===== src/rtl/dmem_arbiter_pkg.sv =====
// ---------------------------------------------------------------------------
// dmem_pkg : shared sizes, FSM encoding and port indices for dmem_arbiter
// Rev 1.0
// ---------------------------------------------------------------------------
`default_nettype none

package dmem_pkg;

    localparam int DMEM_ADDR_W = 4;
    localparam int DMEM_DATA_W = 8;
    localparam int DMEM_DEPTH  = 2 ** DMEM_ADDR_W;

    localparam int PORT_CPU = 0;
    localparam int PORT_DBG = 1;

    typedef enum logic [0:0] {
        ST_IDLE  = 1'b0,
        ST_CLEAR = 1'b1
    } state_e;

endpackage

`default_nettype wire


===== src/rtl/dmem_arbiter_if.sv =====
// ---------------------------------------------------------------------------
// dmem_arbiter_if : requester, clear-control and memory-side signals
// Rev 1.0
// ---------------------------------------------------------------------------
`default_nettype none

interface dmem_arbiter_if #(
    parameter int ADDR_W = 4,
    parameter int DATA_W = 8
) ();

    logic              cpu_req;
    logic              cpu_we;
    logic [ADDR_W-1:0] cpu_addr;
    logic [DATA_W-1:0] cpu_wdata;
    logic              cpu_gnt;
    logic              cpu_rvalid;
    logic [DATA_W-1:0] cpu_rdata;

    logic              dbg_req;
    logic              dbg_we;
    logic [ADDR_W-1:0] dbg_addr;
    logic [DATA_W-1:0] dbg_wdata;
    logic              dbg_gnt;
    logic              dbg_rvalid;
    logic [DATA_W-1:0] dbg_rdata;

    logic              clr_start;
    logic              clr_busy;
    logic              clr_done;

    logic              mem_c17;
    logic [ADDR_W-1:0] mem_write_select;
    logic [DATA_W-1:0] mem_inp;
    logic [ADDR_W-1:0] mem_read_select;
    logic [DATA_W-1:0] mem_rdata;

    modport slave (
        input  cpu_req, cpu_we, cpu_addr, cpu_wdata,
        output cpu_gnt, cpu_rvalid, cpu_rdata,
        input  dbg_req, dbg_we, dbg_addr, dbg_wdata,
        output dbg_gnt, dbg_rvalid, dbg_rdata,
        input  clr_start,
        output clr_busy, clr_done,
        output mem_c17, mem_write_select, mem_inp, mem_read_select,
        input  mem_rdata
    );

    modport master (
        output cpu_req, cpu_we, cpu_addr, cpu_wdata,
        input  cpu_gnt, cpu_rvalid, cpu_rdata,
        output dbg_req, dbg_we, dbg_addr, dbg_wdata,
        input  dbg_gnt, dbg_rvalid, dbg_rdata,
        output clr_start,
        input  clr_busy, clr_done,
        input  mem_c17, mem_write_select, mem_inp, mem_read_select,
        output mem_rdata
    );

endinterface

`default_nettype wire


===== src/rtl/dmem_arbiter_rr_arb2.sv =====
// ---------------------------------------------------------------------------
// rr_arb2 : two-input round-robin arbiter; on a tie the port not granted last wins
// Rev 1.0
// ---------------------------------------------------------------------------
`default_nettype none

module rr_arb2 (
    input  wire logic       clk,
    input  wire logic       rst,
    input  wire logic       i_en,
    input  wire logic [1:0] i_req,
    output logic      [1:0] o_gnt
);

    logic       rr_last_q;
    logic       rr_last_d;
    logic [1:0] gnt_d;

    always_comb begin
        gnt_d     = 2'b00;
        rr_last_d = rr_last_q;
        if (i_en) begin
            case (i_req)
                2'b01:   gnt_d = 2'b01;
                2'b10:   gnt_d = 2'b10;
                2'b11:   gnt_d = rr_last_q ? 2'b01 : 2'b10;
                default: gnt_d = 2'b00;
            endcase
        end
        if (gnt_d != 2'b00) begin
            rr_last_d = gnt_d[1];
        end
    end

    // Reset to port 1 so port 0 takes the first tie.
    always_ff @(posedge clk) begin
        if (rst) begin
            rr_last_q <= 1'b1;
        end else begin
            rr_last_q <= rr_last_d;
        end
    end

    assign o_gnt = gnt_d;

endmodule

`default_nettype wire


===== src/rtl/dmem_arbiter.sv =====
// ---------------------------------------------------------------------------
// dmem_arbiter : shares a 1-cycle-latency data memory between CPU and debug host,
//                with a clear sweep that writes CLR_VALUE to every address
// Rev 1.0
// ---------------------------------------------------------------------------
`default_nettype none

module dmem_arbiter
    import dmem_pkg::*;
#(
    parameter int                ADDR_W    = DMEM_ADDR_W,
    parameter int                DATA_W    = DMEM_DATA_W,
    parameter logic [DATA_W-1:0] CLR_VALUE = '0
) (
    input  wire logic       clock,
    input  wire logic       reset,
    dmem_arbiter_if.slave   bus
);

    localparam int                DEPTH    = 2 ** ADDR_W;
    localparam logic [ADDR_W-1:0] LAST_ADR = ADDR_W'(DEPTH - 1);

    state_e            state_q,    state_d;
    logic [ADDR_W-1:0] clr_cnt_q,  clr_cnt_d;
    logic              rd_pend_q,  rd_pend_d;
    logic              rd_port_q,  rd_port_d;
    logic              clr_done_q, clr_done_d;
    logic [ADDR_W-1:0] rsel_q,     rsel_d;
    logic [ADDR_W-1:0] wsel_q,     wsel_d;

    logic              arb_en;
    logic [1:0]        gnt;
    logic              gnt_any;
    logic              gnt_port;
    logic              sel_we;
    logic [ADDR_W-1:0] sel_addr;
    logic [DATA_W-1:0] sel_wdata;
    logic              c17_d;
    logic [DATA_W-1:0] inp_d;

    assign arb_en = (state_q == ST_IDLE) && !reset;

    rr_arb2 u_arb (
        .clk   (clock),
        .rst   (reset),
        .i_en  (arb_en),
        .i_req ({bus.dbg_req, bus.cpu_req}),
        .o_gnt (gnt)
    );

    assign gnt_any   = |gnt;
    assign gnt_port  = gnt[PORT_DBG];
    assign sel_we    = gnt_port ? bus.dbg_we    : bus.cpu_we;
    assign sel_addr  = gnt_port ? bus.dbg_addr  : bus.cpu_addr;
    assign sel_wdata = gnt_port ? bus.dbg_wdata : bus.cpu_wdata;

    always_comb begin
        state_d    = state_q;
        clr_cnt_d  = clr_cnt_q;
        rd_pend_d  = 1'b0;
        rd_port_d  = rd_port_q;
        clr_done_d = 1'b0;
        rsel_d     = rsel_q;
        wsel_d     = wsel_q;
        c17_d      = 1'b0;
        inp_d      = '0;

        case (state_q)
            ST_IDLE: begin
                if (gnt_any) begin
                    if (sel_we) begin
                        c17_d  = 1'b1;
                        wsel_d = sel_addr;
                        inp_d  = sel_wdata;
                    end else begin
                        rsel_d    = sel_addr;
                        rd_pend_d = 1'b1;
                        rd_port_d = gnt_port;
                    end
                end
                // A request granted in the same cycle as clr_start still completes.
                if (bus.clr_start) begin
                    state_d = ST_CLEAR;
                end
            end
            ST_CLEAR: begin
                c17_d     = 1'b1;
                wsel_d    = clr_cnt_q;
                inp_d     = CLR_VALUE;
                clr_cnt_d = clr_cnt_q + 1'b1;
                if (clr_cnt_q == LAST_ADR) begin
                    state_d    = ST_IDLE;
                    clr_cnt_d  = '0;
                    clr_done_d = 1'b1;
                end
            end
            default: state_d = ST_IDLE;
        endcase

        // Reset silences the memory port in the reset cycle itself.
        if (reset) begin
            c17_d  = 1'b0;
            inp_d  = '0;
            rsel_d = '0;
            wsel_d = '0;
        end
    end

    always_ff @(posedge clock) begin
        if (reset) begin
            state_q    <= ST_IDLE;
            clr_cnt_q  <= '0;
            rd_pend_q  <= 1'b0;
            rd_port_q  <= 1'b0;
            clr_done_q <= 1'b0;
            rsel_q     <= '0;
            wsel_q     <= '0;
        end else begin
            state_q    <= state_d;
            clr_cnt_q  <= clr_cnt_d;
            rd_pend_q  <= rd_pend_d;
            rd_port_q  <= rd_port_d;
            clr_done_q <= clr_done_d;
            rsel_q     <= rsel_d;
            wsel_q     <= wsel_d;
        end
    end

    assign bus.cpu_gnt    = gnt[PORT_CPU];
    assign bus.dbg_gnt    = gnt[PORT_DBG];
    assign bus.cpu_rvalid = rd_pend_q && !reset && (rd_port_q == 1'(PORT_CPU));
    assign bus.dbg_rvalid = rd_pend_q && !reset && (rd_port_q == 1'(PORT_DBG));
    assign bus.cpu_rdata  = bus.mem_rdata;
    assign bus.dbg_rdata  = bus.mem_rdata;

    assign bus.clr_busy   = (state_q == ST_CLEAR) && !reset;
    assign bus.clr_done   = clr_done_q && !reset;

    assign bus.mem_c17          = c17_d;
    assign bus.mem_write_select = wsel_d;
    assign bus.mem_inp          = inp_d;
    assign bus.mem_read_select  = rsel_d;

endmodule

`default_nettype wire


===== src/flat_wrapper.sv =====
// flat-port wrapper written by rule: the top's interface ports become plain ports
module dmem_arbiter_flat import dmem_pkg::*;
#(
    parameter int                ADDR_W    = DMEM_ADDR_W,
    parameter int                DATA_W    = DMEM_DATA_W,
    parameter logic [DATA_W-1:0] CLR_VALUE = '0
)
  (clock, reset, bus_cpu_req, bus_cpu_we, bus_cpu_addr, bus_cpu_wdata, bus_cpu_gnt, bus_cpu_rvalid, bus_cpu_rdata, bus_dbg_req, bus_dbg_we, bus_dbg_addr, bus_dbg_wdata, bus_dbg_gnt, bus_dbg_rvalid, bus_dbg_rdata, bus_clr_start, bus_clr_busy, bus_clr_done, bus_mem_c17, bus_mem_write_select, bus_mem_inp, bus_mem_read_select, bus_mem_rdata);
  dmem_arbiter_if #(.ADDR_W(ADDR_W), .DATA_W(DATA_W)) bus_i ();
  input  wire logic clock;
  input  wire logic reset;
  input wire logic [$bits(bus_i.cpu_req)-1:0] bus_cpu_req;
  input wire logic [$bits(bus_i.cpu_we)-1:0] bus_cpu_we;
  input wire logic [$bits(bus_i.cpu_addr)-1:0] bus_cpu_addr;
  input wire logic [$bits(bus_i.cpu_wdata)-1:0] bus_cpu_wdata;
  output wire logic [$bits(bus_i.cpu_gnt)-1:0] bus_cpu_gnt;
  output wire logic [$bits(bus_i.cpu_rvalid)-1:0] bus_cpu_rvalid;
  output wire logic [$bits(bus_i.cpu_rdata)-1:0] bus_cpu_rdata;
  input wire logic [$bits(bus_i.dbg_req)-1:0] bus_dbg_req;
  input wire logic [$bits(bus_i.dbg_we)-1:0] bus_dbg_we;
  input wire logic [$bits(bus_i.dbg_addr)-1:0] bus_dbg_addr;
  input wire logic [$bits(bus_i.dbg_wdata)-1:0] bus_dbg_wdata;
  output wire logic [$bits(bus_i.dbg_gnt)-1:0] bus_dbg_gnt;
  output wire logic [$bits(bus_i.dbg_rvalid)-1:0] bus_dbg_rvalid;
  output wire logic [$bits(bus_i.dbg_rdata)-1:0] bus_dbg_rdata;
  input wire logic [$bits(bus_i.clr_start)-1:0] bus_clr_start;
  output wire logic [$bits(bus_i.clr_busy)-1:0] bus_clr_busy;
  output wire logic [$bits(bus_i.clr_done)-1:0] bus_clr_done;
  output wire logic [$bits(bus_i.mem_c17)-1:0] bus_mem_c17;
  output wire logic [$bits(bus_i.mem_write_select)-1:0] bus_mem_write_select;
  output wire logic [$bits(bus_i.mem_inp)-1:0] bus_mem_inp;
  output wire logic [$bits(bus_i.mem_read_select)-1:0] bus_mem_read_select;
  input wire logic [$bits(bus_i.mem_rdata)-1:0] bus_mem_rdata;
  assign bus_i.cpu_req = bus_cpu_req;
  assign bus_i.cpu_we = bus_cpu_we;
  assign bus_i.cpu_addr = bus_cpu_addr;
  assign bus_i.cpu_wdata = bus_cpu_wdata;
  assign bus_cpu_gnt = bus_i.cpu_gnt;
  assign bus_cpu_rvalid = bus_i.cpu_rvalid;
  assign bus_cpu_rdata = bus_i.cpu_rdata;
  assign bus_i.dbg_req = bus_dbg_req;
  assign bus_i.dbg_we = bus_dbg_we;
  assign bus_i.dbg_addr = bus_dbg_addr;
  assign bus_i.dbg_wdata = bus_dbg_wdata;
  assign bus_dbg_gnt = bus_i.dbg_gnt;
  assign bus_dbg_rvalid = bus_i.dbg_rvalid;
  assign bus_dbg_rdata = bus_i.dbg_rdata;
  assign bus_i.clr_start = bus_clr_start;
  assign bus_clr_busy = bus_i.clr_busy;
  assign bus_clr_done = bus_i.clr_done;
  assign bus_mem_c17 = bus_i.mem_c17;
  assign bus_mem_write_select = bus_i.mem_write_select;
  assign bus_mem_inp = bus_i.mem_inp;
  assign bus_mem_read_select = bus_i.mem_read_select;
  assign bus_i.mem_rdata = bus_mem_rdata;
  dmem_arbiter #(.ADDR_W(ADDR_W), .DATA_W(DATA_W), .CLR_VALUE(CLR_VALUE)) u_core (.clock(clock), .reset(reset), .bus(bus_i));
endmodule

===== config.mk =====
export PLATFORM = sky130hd
export DESIGN_NAME = dmem_arbiter_flat
export DESIGN_NICKNAME = d
export VERILOG_FILES = /design/src/rtl/dmem_arbiter_pkg.sv /design/src/rtl/dmem_arbiter_if.sv /design/src/rtl/dmem_arbiter_rr_arb2.sv /design/src/rtl/dmem_arbiter.sv /design/src/flat_wrapper.sv
export SDC_FILE = /design/constraint.sdc
export NUM_CORES = 1
export LEC_CHECK = 0
export BUFFER_PORTS_ARGS = -buffer_cell sky130_fd_sc_hd__buf_2
export CAP_MARGIN = 5
export CELL_PAD_IN_SITES_DETAIL_PLACEMENT = 1
export CELL_PAD_IN_SITES_GLOBAL_PLACEMENT = 1
export CORE_ASPECT_RATIO = 1.75
export CORE_UTILIZATION = 30
export CTS_CLUSTER_SIZE = 8
export DETAILED_ROUTE_END_ITERATION = 8
export GPL_TIMING_DRIVEN = 0
export PLACE_DENSITY_LB_ADDON = 0.08
export RECOVER_POWER = 100
export SLEW_MARGIN = 15
export SYNTH_ARGS = -nofsm -noshare
export SYNTH_HDL_FRONTEND = slang
export SYNTH_SLANG_ARGS = --single-unit

===== constraint.sdc =====
create_clock -name clock -period 2.7 [get_ports clock]
set_input_delay 0.54 -clock clock [delete_from_list [all_inputs] [get_ports clock]]
set_output_delay 0.54 -clock clock [all_outputs]
set_load 0.005 [all_outputs]

==> run metrics, run 1 <==
Critical Path Source=bus_cpu_req; Initial Utilization=0.316; Root Buffer=clkbuf_8; Clock transition at path regs=0.07 ns; number of max-cap violations=0; worst setup margin=0.222 ns; initial antenna violation count=0; final WL=around 3500 um; die area=0.00409 mm^2; total clock sinks=17; drt wl/cell=13.9 um; final setup vio count=0; hold path start=u_core.wsel_q[3]$_SDFF_PP0_; Worst Path Arrival=between 1.5 and 2 ns; Post-Syn Instances=132; pwr dens=between 400 and 500 mW/mm^2; TritonCTS Buffers=3; Rel. slew slack=0.677; Mean Syn Cell Area=8.69 um^2; critical-path maximum fanout=10; Hold Buf Count CTS=0; clock skew=between 0.0006 and 0.0007 ns; wl on met1=1260 um; HPWL Detailed=2910 um; CP max stage cell=mux2i_1; first-pass GRT wire length=5820 um; Resized cells post-CTS=0; min Tclk post-route=2.48 ns; Leak=roughly 0.71 nW; starting DRC count in detailed routing=15; syn_nets=172; CP Launch Type=primary input; clk_lat worst skew=0.25 ns; worst slew pin tran=between 0.4 and 0.5 ns; routability cong.=0.786; die span in y=~84 um; total number of vias=about 1,200; layout cells sized above 1=0.402; crit-path max cell delay=0.43 ns; Yosys cell types=39; drt pass-1 iters=4; buffer count from post-CTS setup fixing=0; Max Slew Vio Count=0; # diodes=0; fin nets=245; pin count of the biggest net entering global routing=11; WL met3=172 um; vias in the first global route=1,287; Synth Cell Area=0.00115 mm^2; worst vdd ir=0.254 mV; Core Region=0.00363 mm^2; dpl cells=246; final period utilization=0.918; die width=48.8 um; remaining antenna violation count after routing=0; CTS tree=built; FILL cells=478; crit end category=output pin; vias per cell=4.89; Area Growth Syn to Fin=36.4%; met2 WL=2000 um; Worst path top cell family by delay=buffers and inverters; worst r2r src=u_core.u_arb.rr_last_q$_SDFFE_PP1N_; Top Ports=78; Worst Hold Margin=0.511 ns; IO Port Bufs=68; YS warnings=0; Post-Route Setup TNS=0 ns; top routing layer in use=met4; Synth Register Bits=17; GR Util All Layers=0.180; Non-Filler Instances=250; CTS H-Tree Depth=1; Place WS=roughly 0.18 ns; final hold vios=0; crit path cell chain=buf_2, a21boi_2, buf_6, nand2_8, clkinv_8, mux2i_1, a211oi_1, clkbuf_1; kind of critical path=in -> out; # DRC=0; status=completed; Final Util=0.431; RSZ-0062 raised after global routing=false; global route overflow=0; HP Class=reg -> reg; num rows=29; post-synthesis sequential area ratio=0.297; fmax=404 MHz; Worst EP required=2.16 ns; clk buf depth=2; Crit path buffers/inverters=4
==> cells by family after synthesis <==
logic type,after synthesis,synth area share
and+or+nand+nor,47,0.229
AOI/OAI and AO/OA,30,0.190
buffers and inverters,26,0.176
DFF,17,0.297
muxes,10,0.0905
xor gates and xnor gates,1,0.00763
adders and majority gates,1,0.0109
==> sequential cells by signal (all words and copies together) (netlist names) <==
signal and cells:
u_core.wsel_q 4, u_core.rd_pend_q 1, u_core.u_arb.rr_last_q 1, u_core.rsel_q 4, u_core.clr_cnt_q 4, u_core.rd_port_q 1, u_core.state_q 1, u_core.clr_done_q 1
==> synthesized netlist by cell type, drive strengths merged <==
| master | number | area (um^2) |
|---|---|---|
| buf | 22 | 174 |
| dfxtp | 17 | 340 |
| nor2 | 17 | 71.3 |
| mux2i | 10 | 104 |
| a211oi | 8 | 60.1 |
| nand2 | 8 | 46.3 |
| o21ai | 7 | 38.8 |
| nor3 | 5 | 25.0 |
| a41oi | 4 | 35.0 |
| o22ai | 4 | 25.0 |
| a21oi | 3 | 15.0 |
| nand2b | 3 | 18.8 |
| and3b | 2 | 18.8 |
| clkbuf | 2 | 7.51 |
| nand3 | 2 | 10.0 |
| nand4 | 2 | 12.5 |
| nor3b | 2 | 15.0 |
| o221ai | 2 | 23.8 |
| a211o | 1 | 8.76 |
| a21boi | 1 | 11.3 |
| and2 | 1 | 6.26 |
| and3 | 1 | 6.26 |
| and4b | 1 | 10.0 |
| clkinv | 1 | 16.3 |
| ha | 1 | 12.5 |
| inv | 1 | 3.75 |
| nand3b | 1 | 7.51 |
| nand4b | 1 | 8.76 |
| nor2b | 1 | 6.26 |
| xor2 | 1 | 8.76 |
==> per-layer routing <==
layer / up-vias / track usage
li1: 606 / -
met1: 571 / 0.168
met2: 41 / 0.374
met3: 5 / 0.0273
met4: 0 / 0.0561
met5: - / 0
==> cell usage in the layout, fill, tap and decap left out <==
master / n
mux2i_1: 10
nor2_1: 16
clkinv_8: 1
and3_1: 1
and2_0: 1
buf_6: 4
dfxtp_1: 17
xor2_1: 1
a211oi_1: 8
nand2_8: 1
and3b_1: 2
buf_4: 5
a21boi_2: 1
nor3_1: 5
a211o_1: 1
o21ai_2: 1
o21ai_0: 6
clkbuf_2: 4
nand4_1: 2
inv_1: 1
nor2_4: 1
a21oi_1: 3
clkbuf_4: 11
o22ai_1: 4
clkinv_2: 1
clkbuf_1: 20
nand3b_1: 1
nand3_1: 2
ha_1: 1
nor2b_1: 1
buf_2: 48
nand2b_1: 3
clkbuf_8: 3
nor3b_1: 2
a41oi_1: 4
and4b_1: 1
nand2_1: 7
o221ai_1: 1
nand4b_1: 1
o221ai_2: 1
==> worst register-to-register path, cell delays in order, from the launching register on <==
cell      delay, ns
dfxtp_1        0.33
a21boi_2       0.16
buf_6          0.19
nand2_8        0.09
clkinv_8       0.07
mux2i_1        0.40
o221ai_1       0.19
==> stage by stage <==
step	total power [mW]	cell area (um^2)
after global placement	0.448	1550
final	0.636	1570
after global routing	0.669	1570
after floorplan	0.382	1150
after CTS	0.648	1590
after detailed placement	0.455	1550
==> report_power, final <==
part           total, mW  internal, mW  leakage, nW  switching [mW]
sequential         0.273         0.265        0.139         0.00798
combinational      0.169        0.0843        0.541          0.0843
clock              0.195         0.103       0.0255          0.0920
total              0.636         0.452        0.706           0.184
==> worst paths after layout <==
check                                                    to  slack [ns]  depth (start not counted)
worst max-delay path                 bus_mem_read_select[2]        0.22                          8
worst min-delay path            u_core.wsel_q[3]$_SDFF_PP0_        0.51                          2
worst max register to register  u_core.wsel_q[1]$_SDFF_PP0_        1.13                          6
worst min register to register  u_core.wsel_q[3]$_SDFF_PP0_        0.51                          2
==> layout make-up <==
class / instances / area, um^2 / area share
clock inverter: 1 / 5.00 / 0.00320
buffer: 24 / 180 / 0.115
tap: 46 / 57.6 / 0.0368
clock buffer: 3 / 41.3 / 0.0264
sequential: 17 / 340 / 0.217
multi-input combinational: 89 / 601 / 0.384
timing repair buffer: 68 / 320 / 0.205
inverter: 2 / 20.0 / 0.0128
Note: power is estimated with default switching activity, not from simulation.
==> run 2: changes to the inputs <==
--- a/config.mk
+++ b/config.mk
@@ -15,7 +15,6 @@
 export DETAILED_ROUTE_END_ITERATION = 8
 export GPL_TIMING_DRIVEN = 0
 export PLACE_DENSITY_LB_ADDON = 0.08
-export RECOVER_POWER = 100
 export SLEW_MARGIN = 15
 export SYNTH_ARGS = -nofsm -noshare
 export SYNTH_HDL_FRONTEND = slang
==> constraint.sdc (replaced) <==
create_clock -name clock -period 2.7 [get_ports clock]
set_input_delay 0 -clock clock [delete_from_list [all_inputs] [get_ports clock]]
set_output_delay 0 -clock clock [all_outputs]
set_load 0.005 [all_outputs]
==> run 2 against run 1 <==
Hold slack worse by 0.44 ns. Critical endpoint unchanged. Critical path depth decreased by 1. Combinational power rose by 4%. Final area is 2.3% higher. Utilization grew 1.0 points. Clock skew about the same. Clock power about the same. Wire length is 0.20% higher. Cell count grew 0.40%. Count of clock-buffer cells in the layout stayed put. Fmax is 35% higher. Non-clock buffer count increased by 1.
==> run metrics, run 2 (synthesis results as in run 1) <==
grt met3 use=0.0273; global route overflow=0; die area=0.00409 mm^2; Area Growth Syn to Fin=39.6%; GR Util All Layers=0.181; power share of the clock group=0.303; TritonCTS Buffers=3; final period utilization=0.678; pin count of the biggest net entering global routing=11; Crit path buffers/inverters=3; Clock transition at path regs=0.07 ns; Post-DP Area=about 0.0015 mm^2; # DRC=0; Final Util=0.441; Top Ports=78; IO Port Bufs=68; Core Region=roughly 0.0036 mm^2; status=completed; worst slew pin tran=0.523 ns; die span in y=83.8 um; Sw Share=0.286; Worst EP required=2.70 ns; # diodes=0; Flop pwr share=0.425; final hold vios=0; Worst Path Arrival=~1.8 ns; final WL=3490 um; CTS H-Tree Depth=1; met2 usage=0.379; Max Slew Vio Count=0; first-pass GRT wire length=5860 um; initial antenna violation count=0; CP Launch Type=flip-flop; biggest regs=u_core.clr_cnt_q x4, u_core.rsel_q x4, u_core.wsel_q x4; pwr dens=401 mW/mm^2; final instance area=0.00160 mm^2; crit path cell chain=a21boi_2, buf_6, nand2_8, clkinv_8, mux2i_1, a211oi_1, buf_2; met1 Usage GRT=0.168; clk buf depth=2; Leak=0.778 nW; sw power=0.184 mW; Gate power share=0.272; fin nets=approximately 250; num rows=29; Initial Utilization=0.316; vias in the first global route=1,299; Design Power=between 0.6 and 0.7 mW; layout cells sized above 1=0.493; die width=48.8 um; internal power=0.458 mW; crit-path max cell delay=0.43 ns; Rel. slew slack=0.651; crit end category=output pin; drt pass-1 iters=4; vias per cell=between 4 and 5; CP max stage cell=mux2i_1; commonest non-fill, non-tap cells in the layout=buf_2, dfxtp_1, nor2_1, buf_4, mux2i_1; total clock sinks=17; RSZ-0062 raised after global routing=false; remaining antenna violation count after routing=0; min Tclk post-route=1.83 ns; HP Class=in -> reg; final setup vio count=0; routability cong.=approximately 0.79; drt wl/cell=approximately 14 um; total number of vias=1,211; starting DRC count in detailed routing=13; GR peak layer=met2; worst vdd ir=0.254 mV; HPWL Detailed=2910 um; clk_lat worst skew=0.25 ns; clock skew=approximately 0.00063 ns; CTS tree=built; most common cell after layout, fill and taps aside=buf_2; critical-path maximum fanout=10; kind of critical path=reg -> out; dpl cells=246; number of max-cap violations=0; fmax=547 MHz; Post-Route Setup TNS=0 ns; Worst path top cell family by delay=multiplexers; Non-Filler Instances=251; Root Buffer=clkbuf_8
## run 2: layout make-up
type / count / area (um^2)
inverters: 2 / 20.0
clock buffers: 3 / 41.3
fillers: 477 / 2030
repair buffers: 69 / 350
plain buffers: 24 / 181
multi-input cells: 89 / 606
well taps: 46 / 57.6
clock inverters: 1 / 5.00
flip-flops and latches: 17 / 340
## run 2: path summary, 6_finish.rpt
| path | start | end | slack [ns] | cells after the start |
|---|---|---|---|---|
| setup / recovery | u_core.u_arb.rr_last_q$_SDFFE_PP1N_ | bus_mem_read_select[2] | 0.87 | 7 |
| hold / removal | bus_dbg_we | u_core.rd_pend_q$_SDFF_PP0_ | 0.07 | 2 |
| setup reg to reg | u_core.u_arb.rr_last_q$_SDFFE_PP1N_ | u_core.rsel_q[2]$_SDFF_PP0_ | 1.17 | 6 |
| hold reg to reg | u_core.wsel_q[3]$_SDFF_PP0_ | u_core.wsel_q[3]$_SDFF_PP0_ | 0.51 | 2 |
## run 2: timing repair
action | in CTS | in global routing
hold buffers | 1 | 0
gates resized for setup | 0 | 0
endpoints found under the hold margin | 1 | 0
setup buffers | 0 | 0
## run 2: layer usage
| layer | vias to the layer above | part of all wire |
|---|---|---|
| met5 | - | 0 |
| met4 | 0 | 0.014 |
| met2 | 41 | 0.58 |
| met1 | 560 | 0.36 |
| met3 | 5 | 0.048 |
| li1 | 605 | - |
## run 2: power by group through the flow
stage / Sequential [mW] / Clock (mW) / Combinational, mW
2_1_floorplan: 0.276 / 0 / 0.105
3_3_place_gp: 0.278 / 0 / 0.170
3_5_place_dp: 0.279 / 0 / 0.176
4_1_cts: 0.273 / 0.199 / 0.178
5_1_grt: 0.274 / 0.208 / 0.193
6_report: 0.273 / 0.194 / 0.175
## run 2: through the flow
stage | setup slack, ns | hold WS [ns]
2_1_floorplan | 1.38 | 0.0808
3_3_place_gp | 1.17 | 0.169
3_5_place_dp | 1.11 | 0.168
4_1_cts | 0.813 | 0.0664
5_1_grt | 0.725 | 0.0925
6_report | 0.871 | 0.0671
